## config.mk

```make
export PLATFORM = sky130hd
export DESIGN_NAME = ctrl_sequencer
export DESIGN_NICKNAME = d
export VERILOG_FILES = /design/src/rtl/ctrl_sequencer.sv
export SDC_FILE = /design/constraint.sdc
export NUM_CORES = 1
export LEC_CHECK = 0
export BUFFER_PORTS_ARGS = -buffer_cell sky130_fd_sc_hd__buf_2
export CORE_MARGIN = 8
export CORE_UTILIZATION = 44
export DETAILED_ROUTE_END_ITERATION = 6
export PLACE_DENSITY = 0.76
export SYNTH_ARGS = -nofsm -noshare
export SYNTH_HDL_FRONTEND = slang
export SYNTH_SLANG_ARGS = --single-unit
```

## constraint.sdc

```tcl
create_clock -name CLK -period 1.7 [get_ports CLK]
set_clock_uncertainty 0.1 [all_clocks]
set_input_delay 0.255 -clock CLK [delete_from_list [all_inputs] [get_ports CLK]]
set_output_delay 0.255 -clock CLK [all_outputs]
set_load 0.01 [all_outputs]
```

## src/rtl/ctrl_sequencer.sv

```systemverilog
// Control stage behind instr_rom: decodes the 9-bit instruction word into reg_file/data_ram/ALU/fetch
// controls, runs the start/load-stall/halt FSM and keeps a saturating retired-instruction counter.
module ctrl_sequencer #(
   parameter int IW = 9,
   parameter int CW = 16
) (
   input  logic          CLK,
   input  logic          reset,
   input  logic          start,
   input  logic [IW-1:0] instruction,
   input  logic          equalFlag,
   input  logic          lessThanFlag,
   output logic          fetch_start,
   output logic          stall,
   output logic          Halt,
   output logic          branch,
   output logic          branchCond,
   output logic          REGWRITE,
   output logic          SETSRC,
   output logic          SETDEST,
   output logic          MOV,
   output logic          MemRead,
   output logic          MemWrite,
   output logic [2:0]    ALUop,
   output logic [2:0]    rt_index,
   output logic [5:0]    LUT_MEM_INDEX,
   output logic [2:0]    LUT_CONST_INDEX,
   output logic [1:0]    wb_sel,
   output logic [CW-1:0] retired,
   output logic          done
);

   localparam logic [1:0] ST_IDLE      = 2'd0;
   localparam logic [1:0] ST_RUN       = 2'd1;
   localparam logic [1:0] ST_LOAD_WAIT = 2'd2;
   localparam logic [1:0] ST_HALTED    = 2'd3;

   localparam logic [2:0] OP_ALU   = 3'b000;
   localparam logic [2:0] OP_MOVE  = 3'b001;
   localparam logic [2:0] OP_LOAD  = 3'b010;
   localparam logic [2:0] OP_STORE = 3'b011;
   localparam logic [2:0] OP_BEQ   = 3'b100;
   localparam logic [2:0] OP_BLT   = 3'b101;
   localparam logic [2:0] OP_LOADI = 3'b110;
   localparam logic [2:0] OP_SYS   = 3'b111;

   localparam logic [1:0] WB_ALU   = 2'd0;
   localparam logic [1:0] WB_MEM   = 2'd1;
   localparam logic [1:0] WB_CONST = 2'd2;

   logic [1:0]    state;
   logic [1:0]    next_state;
   logic          retire;
   logic [5:0]    load_index;
   logic [2:0]    op;

   assign op = instruction[8:6];

   // NOTE: every output and next_state gets a default before the case so no path leaves one unassigned (no latches).
   always_comb begin
      next_state      = state;
      retire          = 1'b0;
      fetch_start     = 1'b0;
      stall           = 1'b0;
      Halt            = 1'b0;
      branch          = 1'b0;
      branchCond      = 1'b0;
      REGWRITE        = 1'b0;
      SETSRC          = 1'b0;
      SETDEST         = 1'b0;
      MOV             = 1'b0;
      MemRead         = 1'b0;
      MemWrite        = 1'b0;
      ALUop           = 3'd0;
      rt_index        = 3'd0;
      LUT_MEM_INDEX   = 6'd0;
      LUT_CONST_INDEX = 3'd0;
      wb_sel          = WB_ALU;
      done            = 1'b0;

      case (state)
         ST_IDLE: begin
            Halt = 1'b1;
            if (start) begin
               // Gated by reset so a held start cannot pulse fetch while reset is asserted.
               fetch_start = reset;
               next_state  = ST_RUN;
            end
         end

         ST_RUN: begin
            retire = 1'b1;
            case (op)
               OP_ALU: begin
                  ALUop    = instruction[5:3];
                  rt_index = instruction[2:0];
                  REGWRITE = 1'b1;
                  wb_sel   = WB_ALU;
               end
               OP_MOVE: begin
                  rt_index = instruction[2:0];
                  case (instruction[5:4])
                     2'b00:   SETSRC  = 1'b1;
                     2'b01:   SETDEST = 1'b1;
                     2'b10:   MOV     = 1'b1;
                     default: ;
                  endcase
               end
               OP_LOAD: begin
                  // First load cycle: hold fetch and let the RAM read settle before write-back.
                  LUT_MEM_INDEX = instruction[5:0];
                  MemRead       = 1'b1;
                  wb_sel        = WB_MEM;
                  stall         = 1'b1;
                  retire        = 1'b0;
                  next_state    = ST_LOAD_WAIT;
               end
               OP_STORE: begin
                  LUT_MEM_INDEX = instruction[5:0];
                  MemWrite      = 1'b1;
               end
               OP_BEQ: begin
                  branch          = 1'b1;
                  LUT_CONST_INDEX = instruction[2:0];
                  branchCond      = equalFlag;
               end
               OP_BLT: begin
                  branch          = 1'b1;
                  LUT_CONST_INDEX = instruction[2:0];
                  branchCond      = lessThanFlag;
               end
               OP_LOADI: begin
                  LUT_CONST_INDEX = instruction[2:0];
                  REGWRITE        = 1'b1;
                  wb_sel          = WB_CONST;
               end
               OP_SYS: begin
                  if (instruction[5:0] == 6'h3F) next_state = ST_HALTED;
               end
               default: ;
            endcase
         end

         ST_LOAD_WAIT: begin
            LUT_MEM_INDEX = load_index;
            MemRead       = 1'b1;
            REGWRITE      = 1'b1;
            wb_sel        = WB_MEM;
            retire        = 1'b1;
            next_state    = ST_RUN;
         end

         ST_HALTED: begin
            Halt = 1'b1;
            done = 1'b1;
            if (start) next_state = ST_IDLE;
         end

         default: begin
            Halt       = 1'b1;
            next_state = ST_IDLE;
         end
      endcase
   end

   // NOTE: sequential state uses non-blocking assignments so every register samples pre-edge values.
   always_ff @(posedge CLK or negedge reset) begin
      if (!reset) begin
         state      <= ST_IDLE;
         retired    <= '0;
         load_index <= 6'd0;
      end else begin
         state <= next_state;
         if (retire && (retired != {CW{1'b1}})) retired <= retired + CW'(1);
         // The address is kept so the second load cycle does not depend on the word still being presented.
         if (state == ST_RUN && op == OP_LOAD) load_index <= instruction[5:0];
      end
   end

endmodule

```

==> results.ini <==
[run_status]
status = finished with violations
violations = setup timing

[synthesis]
synth_top_cell_area_share_pct = 38.80
syn_area_um2 = 1548
synth-main-ff-cell = dfrtp_1
synth_seq_cells = 24
syn_nets = 171
synth_most_common_cell = dfrtp_1
synthArstFlopShare_pct = 100.0
avgSynthCellArea_um2 = 10.18
synth_common_cells = dfrtp_1, xor2_1, nor2_1
synth.top_cells.by_area = dfrtp_1, xor2_1, mux2_2, ha_1, and3_1
synthCells = 152
yosysWarnings = 0
yosysUniqueCellTypes = 40
yosysTopAreaCell = dfrtp_1
seq_area_frac_synth_pct = 38.80
synth_edf_count = 0

[timing]
min_period_ns = 2.073
tightest_slew_ns = 0.4122
final_hold_viol_count = 0
period_share_pct = 122.0
fmax_mhz = 482.3
slew_viol_final = 0
fin_ws_ns = -0.3732
grt_setup_unrepaired = true
final-setup-viol-count = 46
hold_ws_ns = 0.1146
relSlewSlack_pct = 72.52

[global_route]
grt_pass1_wl_mm = 7.838
grt-ovfl-total = 0
grt_max_degree = 25
antenna_found_initial = 0
first_global_vias = 1650
grt_usage_pct = 17.97

[route]
post_drt_wl_per_cell_um = 18.69
drc = 0
dr.pass1.iters = 4
ant_nets = 0
via_count = 1651
routed_wl_mm = 5.550
drt_iter0_markers = 77
viasPerCell = 5.559

[floorplanning]
fp.dieH_um = 75.31
dieArea_um2 = 5672
core-area_um2 = 3363
row_count = 21
io_pins = 59
start_util_pct = 46.02
die_w_um = 75.31

[power]
p_sw_mw = 2.176
total_power_mw = 4.976
p_int_mw = 2.800
swShare_pct = 43.74
irDropWorstVdd_mv = 1.385
p_clk_share_pct = 8.5
leakagePower_nw = 1.213
seqPwrFrac_pct = 21.0
power_density_nw_per_um2 = 1826
comb_power_share_pct = 70.5

[finish]
final-instance-count-excl-fill = 297
multiInputGateArea_um2 = 1220
finalNetCount = 271
diodes = 0
layout-drive-gt1-share_pct = 65.74
seqCellArea_um2 = 601.8
area_growth_pct = 76.07
fill_cells = 207

[cts]
tritoncts.num_buffers = 3
cts_buffer_depth = 2
clk_pin_slew_ns = 0.14
cts-root-buf = clkbuf_4
htree_levels = 1
cts_tree = yes
clk-insertion-delay-late_ns = 0.33
cts_sinks = 24

[placement]
placedCellCount = 283
place.port_buffers = 58
hpwl_mm = 3.416
gp_routability_congestion = 0.8435

[job]
max_cap_viol_count = 0

[critical_path]
critPathKind = register to primary output
worst_ep_arrival_time_ns = 1.72
crit_path_max_fanout = 5
cp-start-kind = register
critPathCaptureType = primary output
worstPathRequired_ns = 1.34

[hold_path]
hold_path_class = input port to register

## power by group through the flow
stage	registers [mW]	logic (mW)	clock network, mW
global route	1.08	3.72	0.452
global placement	1.01	2.48	0
detailed placement	1.02	2.52	0
finish	1.04	3.51	0.425
CTS	1.01	3.11	0.432
floorplan	1.18	1.24	0
## sequential cells by signal, indices dropped and copies added, names as in the netlist
register,cells
retired,16
load_index,6
state,2
## cells in the final DEF, fill, tap and decap left out, types with 3 or more instances in the layout
cell / Yosys / routed
nor2_2: 0 / 3
nand2_1: 5 / 4
nor2_1: 10 / 4
ha_4: 0 / 4
mux2_4: 0 / 3
and2_1: 3 / 3
nor3_4: 0 / 7
buf_4: 2 / 28
nor4_4: 1 / 6
mux2_2: 9 / 6
and3_1: 9 / 5
a32o_1: 5 / 5
buf_2: 3 / 51
clkbuf_4: 0 / 3
nand4_1: 9 / 9
xor2_1: 15 / 15
nor2_4: 0 / 3
and3_4: 0 / 5
dfrtp_1: 24 / 23
buf_6: 3 / 21
## critical path: stages, from the launching register on
cell     delay [ns]
dfrtp_2        0.46
inv_2          0.09
ha_4           0.20
buf_6          0.11
and3_4         0.18
a32o_1         0.21
buf_2          0.14
## cells by family after synthesis
group / count (synthesis) / share of synthesized area [%]
flip-flops: 24 / 38.80
AO/OA/AOI/OAI: 15 / 7.599
adder cells (fa/ha/maj): 5 / 4.042
XOR/XNOR: 16 / 9.055
multiplexers: 10 / 7.195
AND/OR/NAND/NOR: 70 / 28.21
buffers and inverters: 12 / 5.092
## stage by stage
stage	setup WS, ns	utilization (%)	TNS [ns]	instance area, um^2
final	-0.3732	81.03	-8.445	2725
after global routing	-0.4197	81.03	-11.49	2725
after CTS	-0.3515	74.70	-8.099	2512
after detailed placement	-0.1266	64.73	-1.670	2177
after global placement	-0.08153	64.73	-0.9826	2177
after floorplan	-0.03843	-	-0.3019	1623
## area by class of cell
type / count / area share, %
Timing Repair Buffer: 104 / 28.51
Sequential cell: 24 / 22.08
Inverter: 3 / 0.5969
Clock buffer: 3 / 0.8264
Clock inverter: 1 / 1.102
Multi-Input combinational cell: 116 / 44.77
Tap cell: 46 / 2.112
## repair_timing
| action | 4_1_cts | 5_1_grt |
|---|---|---|
| pin swaps | 17 | 25 |
| hold endpoints to repair | 24 | 0 |
| setup buffers | 4 | 4 |
| cloned | 1 | 0 |
| resized for setup | 38 | 39 |
| endpoints found under the setup margin | 48 | 51 |
| hold buffers | 1 | 0 |
## metal layers
metal	track usage (%)	up-vias	share of wire, %
met3	3.421	10	7.8
met2	32.89	81	52
met1	19.81	798	38
met4	7.249	0	2.4
met5	0	-	0
li1	-	762	-
## final timing paths
kind	start	end	slack, ns	depth (start not counted)
worst max-delay path	state[0]	LUT_MEM_INDEX[1]	-0.37	6
worst min-delay path	instruction[3]	load_index[3]	0.11	2
worst max register to register	state[0]	retired[5]	-0.17	9
worst min register to register	load_index[1]	load_index[1]	0.43	1
max in group asynchronous	reset	state[0]	0.86	3
min in group asynchronous	reset	retired[15]	0.38	3
Note: power is estimated with default switching activity, not from simulation.
